<file path="src/rtl/ddr2_ex_lfsr8_checker_pkg.sv">
// Shared definitions for the DDR2 example read-side LFSR checker:
// FSM encoding, the x^8+x^4+x^3+x^2+1 step function and per-lane seeds.
package ddr2_ex_lfsr8_checker_pkg;

   typedef enum logic [1:0] {
      ST_IDLE  = 2'd0,
      ST_SYNC  = 2'd1,
      ST_CHECK = 2'd2,
      ST_DONE  = 2'd3
   } state_t;

   function automatic logic [7:0] lfsr8_next(input logic [7:0] s);
      return {s[6], s[5], s[4], s[3] ^ s[7], s[2] ^ s[7], s[1] ^ s[7], s[0], s[7]};
   endfunction

   // Lane i starts at the base seed's low byte plus i, wrapping modulo 256.
   function automatic logic [7:0] seed_of(input logic [31:0] seed, input int unsigned i);
      logic [7:0] r;
      r = seed[7:0] + i[7:0];
      return r;
   endfunction

endpackage

</file>
<file path="src/rtl/ddr2_ex_lfsr8_lane.sv">
// One byte lane of expected read data: seed load, load-from-data (self-sync)
// and single-step advance, plus a combinational match against the read byte.
module ddr2_ex_lfsr8_lane
   import ddr2_ex_lfsr8_checker_pkg::*;
#(
   parameter logic [7:0] LANE_SEED = 8'h20
) (
   input  logic       clk,
   input  logic       reset_n,
   input  logic       load_seed,
   input  logic       load_data,
   input  logic       advance,
   input  logic [7:0] data,
   output logic [7:0] exp_data,
   output logic       match
);

   always_ff @(posedge clk) begin
      if (!reset_n)
         exp_data <= LANE_SEED;
      else if (load_seed)
         exp_data <= LANE_SEED;
      else if (load_data)
         exp_data <= lfsr8_next(data);
      else if (advance)
         exp_data <= lfsr8_next(exp_data);
   end

   assign match = (data == exp_data);

endmodule

</file>
<file path="config.mk">
export PLATFORM = sky130hd
export DESIGN_NAME = ddr2_ex_lfsr8_lane
export DESIGN_NICKNAME = d
export VERILOG_FILES = /design/src/rtl/ddr2_ex_lfsr8_checker_pkg.sv /design/src/rtl/ddr2_ex_lfsr8_lane.sv
export SDC_FILE = /design/constraint.sdc
export NUM_CORES = 1
export LEC_CHECK = 0
export BUFFER_PORTS_ARGS = -buffer_cell sky130_fd_sc_hd__buf_2
export CAP_MARGIN = 10
export CORE_UTILIZATION = 34
export DETAILED_ROUTE_END_ITERATION = 8
export PLACE_DENSITY = 0.67
export SLEW_MARGIN = 15
export SYNTH_ARGS = -nofsm -noshare
export SYNTH_HDL_FRONTEND = slang
export SYNTH_SLANG_ARGS = --single-unit
</file>
<file path="constraint.sdc">
create_clock -name clk -period 1.4 [get_ports clk]
set_clock_uncertainty 0.15 [all_clocks]
set_input_delay 0.42 -clock clk [delete_from_list [all_inputs] [get_ports clk]]
set_output_delay 0.42 -clock clk [all_outputs]
set_load 0.005 [all_outputs]
</file>
Word-level counts from Yosys, hierarchy flattened
Index checks and enable logic that the tools add are counted.
- memories kept: 0
- register bits: 8
- bits in latches: 0
- RAM bits: 0
- logic and storage cells: 13
- bits of input ports: 13
- bits in read-only memories: 0
- equality and inequality tests: 1
- multipliers: 0
- $lt $le $gt $ge: 0
- shifts and indexed selects: 0
- reduce and logical (&&, ||, !) cells: 2
- bitwise operators: 7
- add/sub/neg operators: 0
- mux-type cells: 2
- divide/modulo/power cells: 0
- operators by type and width (operator ; count):
    two-way mux 8 bit ; 2
    == test 8 bit ; 1
    XOR 1 bit ; 6
    nonzero test 2 bit ; 1
    OR reduction 2 bit ; 1
    NOT 1 bit ; 1

Depth between registers and ports, before layout
- depth in word-level cells: 3
- gate-level depth with buffers: 4
- gate-level depth less buffers: 3

Least setup slack after synthesis
Ideal clock, no wire load.
- kind: in2out
- start point: input data[7]
- end point: output match
- stages on the path: 4
- arrival time: 0.902 ns
- path slack: -0.072 ns
- buffers on the path: 1
- data required time: 0.830 ns
- cells stage by stage: buf_2 xnor2_1 nand4_1 nor2_1
- word-level cells in the longest chain between the ends: 1
- RTL lines (element ; RTL line ; RTL):
    from (decl) ; ddr2_ex_lfsr8_lane.sv:13 ; input logic [7:0] data,
    == test 8 bit ; ddr2_ex_lfsr8_lane.sv:29 ; assign match = (data == exp_data);
    to (decl) ; ddr2_ex_lfsr8_lane.sv:15 ; output logic match
Every way passes these cells.

Final worst setup path
- start point: register exp_data[1]
- end point: output match
- word-level cells in the longest chain between the ends: 1
- RTL lines (element ; RTL line ; RTL):
    from (decl) ; ddr2_ex_lfsr8_lane.sv:14 ; output logic [7:0] exp_data,
    from (signal assigned) ; ddr2_ex_lfsr8_lane.sv:24 ; exp_data <= lfsr8_next(data);
    from (signal assigned) ; ddr2_ex_lfsr8_lane.sv:26 ; exp_data <= lfsr8_next(exp_data);
    == test 8 bit ; ddr2_ex_lfsr8_lane.sv:29 ;
Every way passes these cells.

==> flow_summary.toml <==
[drt]
drc = 0
wl_um = 1390
vias = 527
wire_per_inst_um = 12.7
viasPerCell = 4.79
dr.pass1.iters = 4
drt_iter0_markers = 9
ant_nets = 0

[timing]
slew_headroom_pct = 77.6
tightest_slew_ps = 336
finalSetupTns_ps = -484
drv_slew = 0
final.min_clock_period_ps = 1630
hold_viol = 0
setup_ws_ps = -230
max_freq_mhz = 613
finalCritPeriodShare_pct = 116
setup_viol = 7
rsz0062_at_grt = "yes"

[critical_path]
critical_path.top_delay_family = "flip-flops"
r2r-end = "exp_data[4]"
worst_r2r_path_depth = 6
end_kind = "output pin"
cp_max_fo = 2
worstPathCellList = "xnor2_1 > nand4_1 > nor2_1 > buf_2"
critPathLaunchType = "register"
slowest_stage = "dfxtp_2"
critical_path_class = "reg2out"
worst-path-buf-inv = 1
cp.arrival_ps = 1060
reg2reg_from = "exp_data[7]"
cp_slowest_stage_delay_ps = 330
r2r_slack_ps = -50
cp.required_ps = 830

[cells_and_area]
nets = 110
fillers = 109
final_common_cell = "buf_2"
regMostFlops = "exp_data"
seqCellArea_um2 = 173
layout.cells.non_filler = 110
final_layout_size_suffix_gt1_share_pct = 62.1
syn2layout_area_growth_pct = 68.8
antenna_cells = 0
largest_reg_flops = 8
layout_common_cells = "15 x buf_2, 13 x buf_6, 10 x buf_4, 8 x xnor2_1, 8 x nor2_1"
multiInputGateArea_um2 = 363
reg.largest.list = "exp_data (8)"

[clock_network]
cts_tree = "done"
cts_sinks = 8
cts_inserted_buffers = 3
path_clk_slew_ps = 50
htree_num_levels = 1
cts_buffer_depth = 2
clock_latency_ps = 250
ctsRootBufferMaster = "clkbuf_4"

[global_route]
grt.total_usage_pct = 17.0
overflow = 0
grt_pass1_wl_um = 2220
grt_max_degree = 12
antenna_found_initial = 0
grt_pass1_vias = 515

[job]
drv_cap = 0

[logic_synthesis]
yosys_most_used_dff = "dfxtp_1"
synth.distinct_cells = 15
syn_area_um2 = 529
synth_seq_area_share_pct = 30.3
synth_edf_count = 0
async_flop_share_pct = 0
synthCells = 58
synth_nets = 71
ys_seq_elements = 8
synth.avg_cell_area_um2 = 9.13
yosysWarningCount = 0

[place]
portBuffers = 21
place_congestion = 0.766
dp_hpwl_um = 982
place_inst = 102

[min_path]
hold_class = "in2reg"
hold_path_depth = 3
hp-start = "data[0]"
worstHoldEndpoint = "exp_data[1]"

[power_and_ir_drop]
p_leak_nw = 0.418
peakVddDrop_mv = 0.386
power_uw = 610
power_density_nw_per_um2 = 682

[die]
die-area_um2 = 1720
die_width_um = 41.5
initial_utilization_pct = 38.7
std_cell_rows = 13
die-height_um = 41.5
coreArea_um2 = 1370
ios = 22

[run_status]
violations = "negative setup slack"
status = "finished, violations left"
==> worst reg2reg max path, delay by kind of cell (launching register included) <==
| family | cells | cell delay, ps |
|---|---|---|
| AO/OA/AOI/OAI | 2 | 400 |
| buffers and inverters | 3 | 380 |
| XOR/XNOR | 1 | 120 |
| flip-flops | 1 | 330 |
==> cell type report <==
cell class / count / share of cell area (%)
multi-input combinational: 45 / 40.6
timing repair buffer: 39 / 35.4
sequential: 8 / 19.3
clock buffer: 3 / 2.52
tap: 15 / 2.10
==> kinds of logic (layout without fill, tap and decap cells) <==
kind of cell	after synthesis	in the layout	share of synthesized area [%]
compound gates	6	6	7.80
simple gates	15	15	12.5
buf+inv	5	42	6.15
xor+xnor	14	14	23.2
flops	8	8	30.3
mux	10	10	20.1
==> through the flow <==
stage               hold WS [ps]  cell area, µm²  utilization (%)  worst slack [ps]
finish                       285             893             65.4              -230
global route                 294             893             65.4              -311
CTS                          283             779             57.1              -228
detailed placement           544             726             53.1              -214
global placement             532             726             53.1              -218
floorplan                    402             547                -             -14.4
==> per-layer routing <==
metal	up-vias	routed length (µm)	GRT usage [%]	share of wire (%)
met5	-	0	0	0
li1	270	-	-	-
met3	4	53	1.30	3.8
met2	18	699	26.9	50
met4	0	55	13.5	3.9
met1	235	585	21.0	42
==> power by group <==
group	internal, mW	leakage [nW]	total (mW)	switching, mW
combinational	0.112	0.336	0.187	0.0744
sequential	0.239	0.0684	0.248	0.00931
clock	0.0980	0.0138	0.175	0.0767
total	0.449	0.418	0.610	0.160
==> worst max-delay path by stage <==
stage | to | startpoint | cells after the start | slack, ps
floorplan | match | data[7] | 4 | -10
global placement | match | data[4] | 5 | -220
detailed placement | match | data[4] | 5 | -210
CTS | match | exp_data[5] | 4 | -230
global route | match | exp_data[7] | 4 | -310
finish | match | exp_data[1] | 4 | -230
==> timing repair <==
item | 4_1_cts | 5_1_grt
setup endpoints to repair | 5 | 9
setup buffers | 0 | 5
hold buffers | 0 | 0
gates resized for setup | 10 | 15
pin swaps | 9 | 2
endpoints found under the hold margin | 0 | 0
gates cloned | 0 | 0
==> synth_stat cells, types with 2 or more instances <==
master	instances	area [µm²]
xnor2_1	11	96.3
dfxtp_1	8	160
nor2_1	8	30.0
mux2_2	5	56.3
mux2i_1	5	50.1
a211o_1	3	26.3
a21oi_1	3	15.0
nand2_1	3	11.3
xor2_1	3	26.3
buf_2	2	10.0
nand2b_1	2	12.5
nand4_1	2	12.5
No activity file was read; power rests on OpenSTA's default activity.
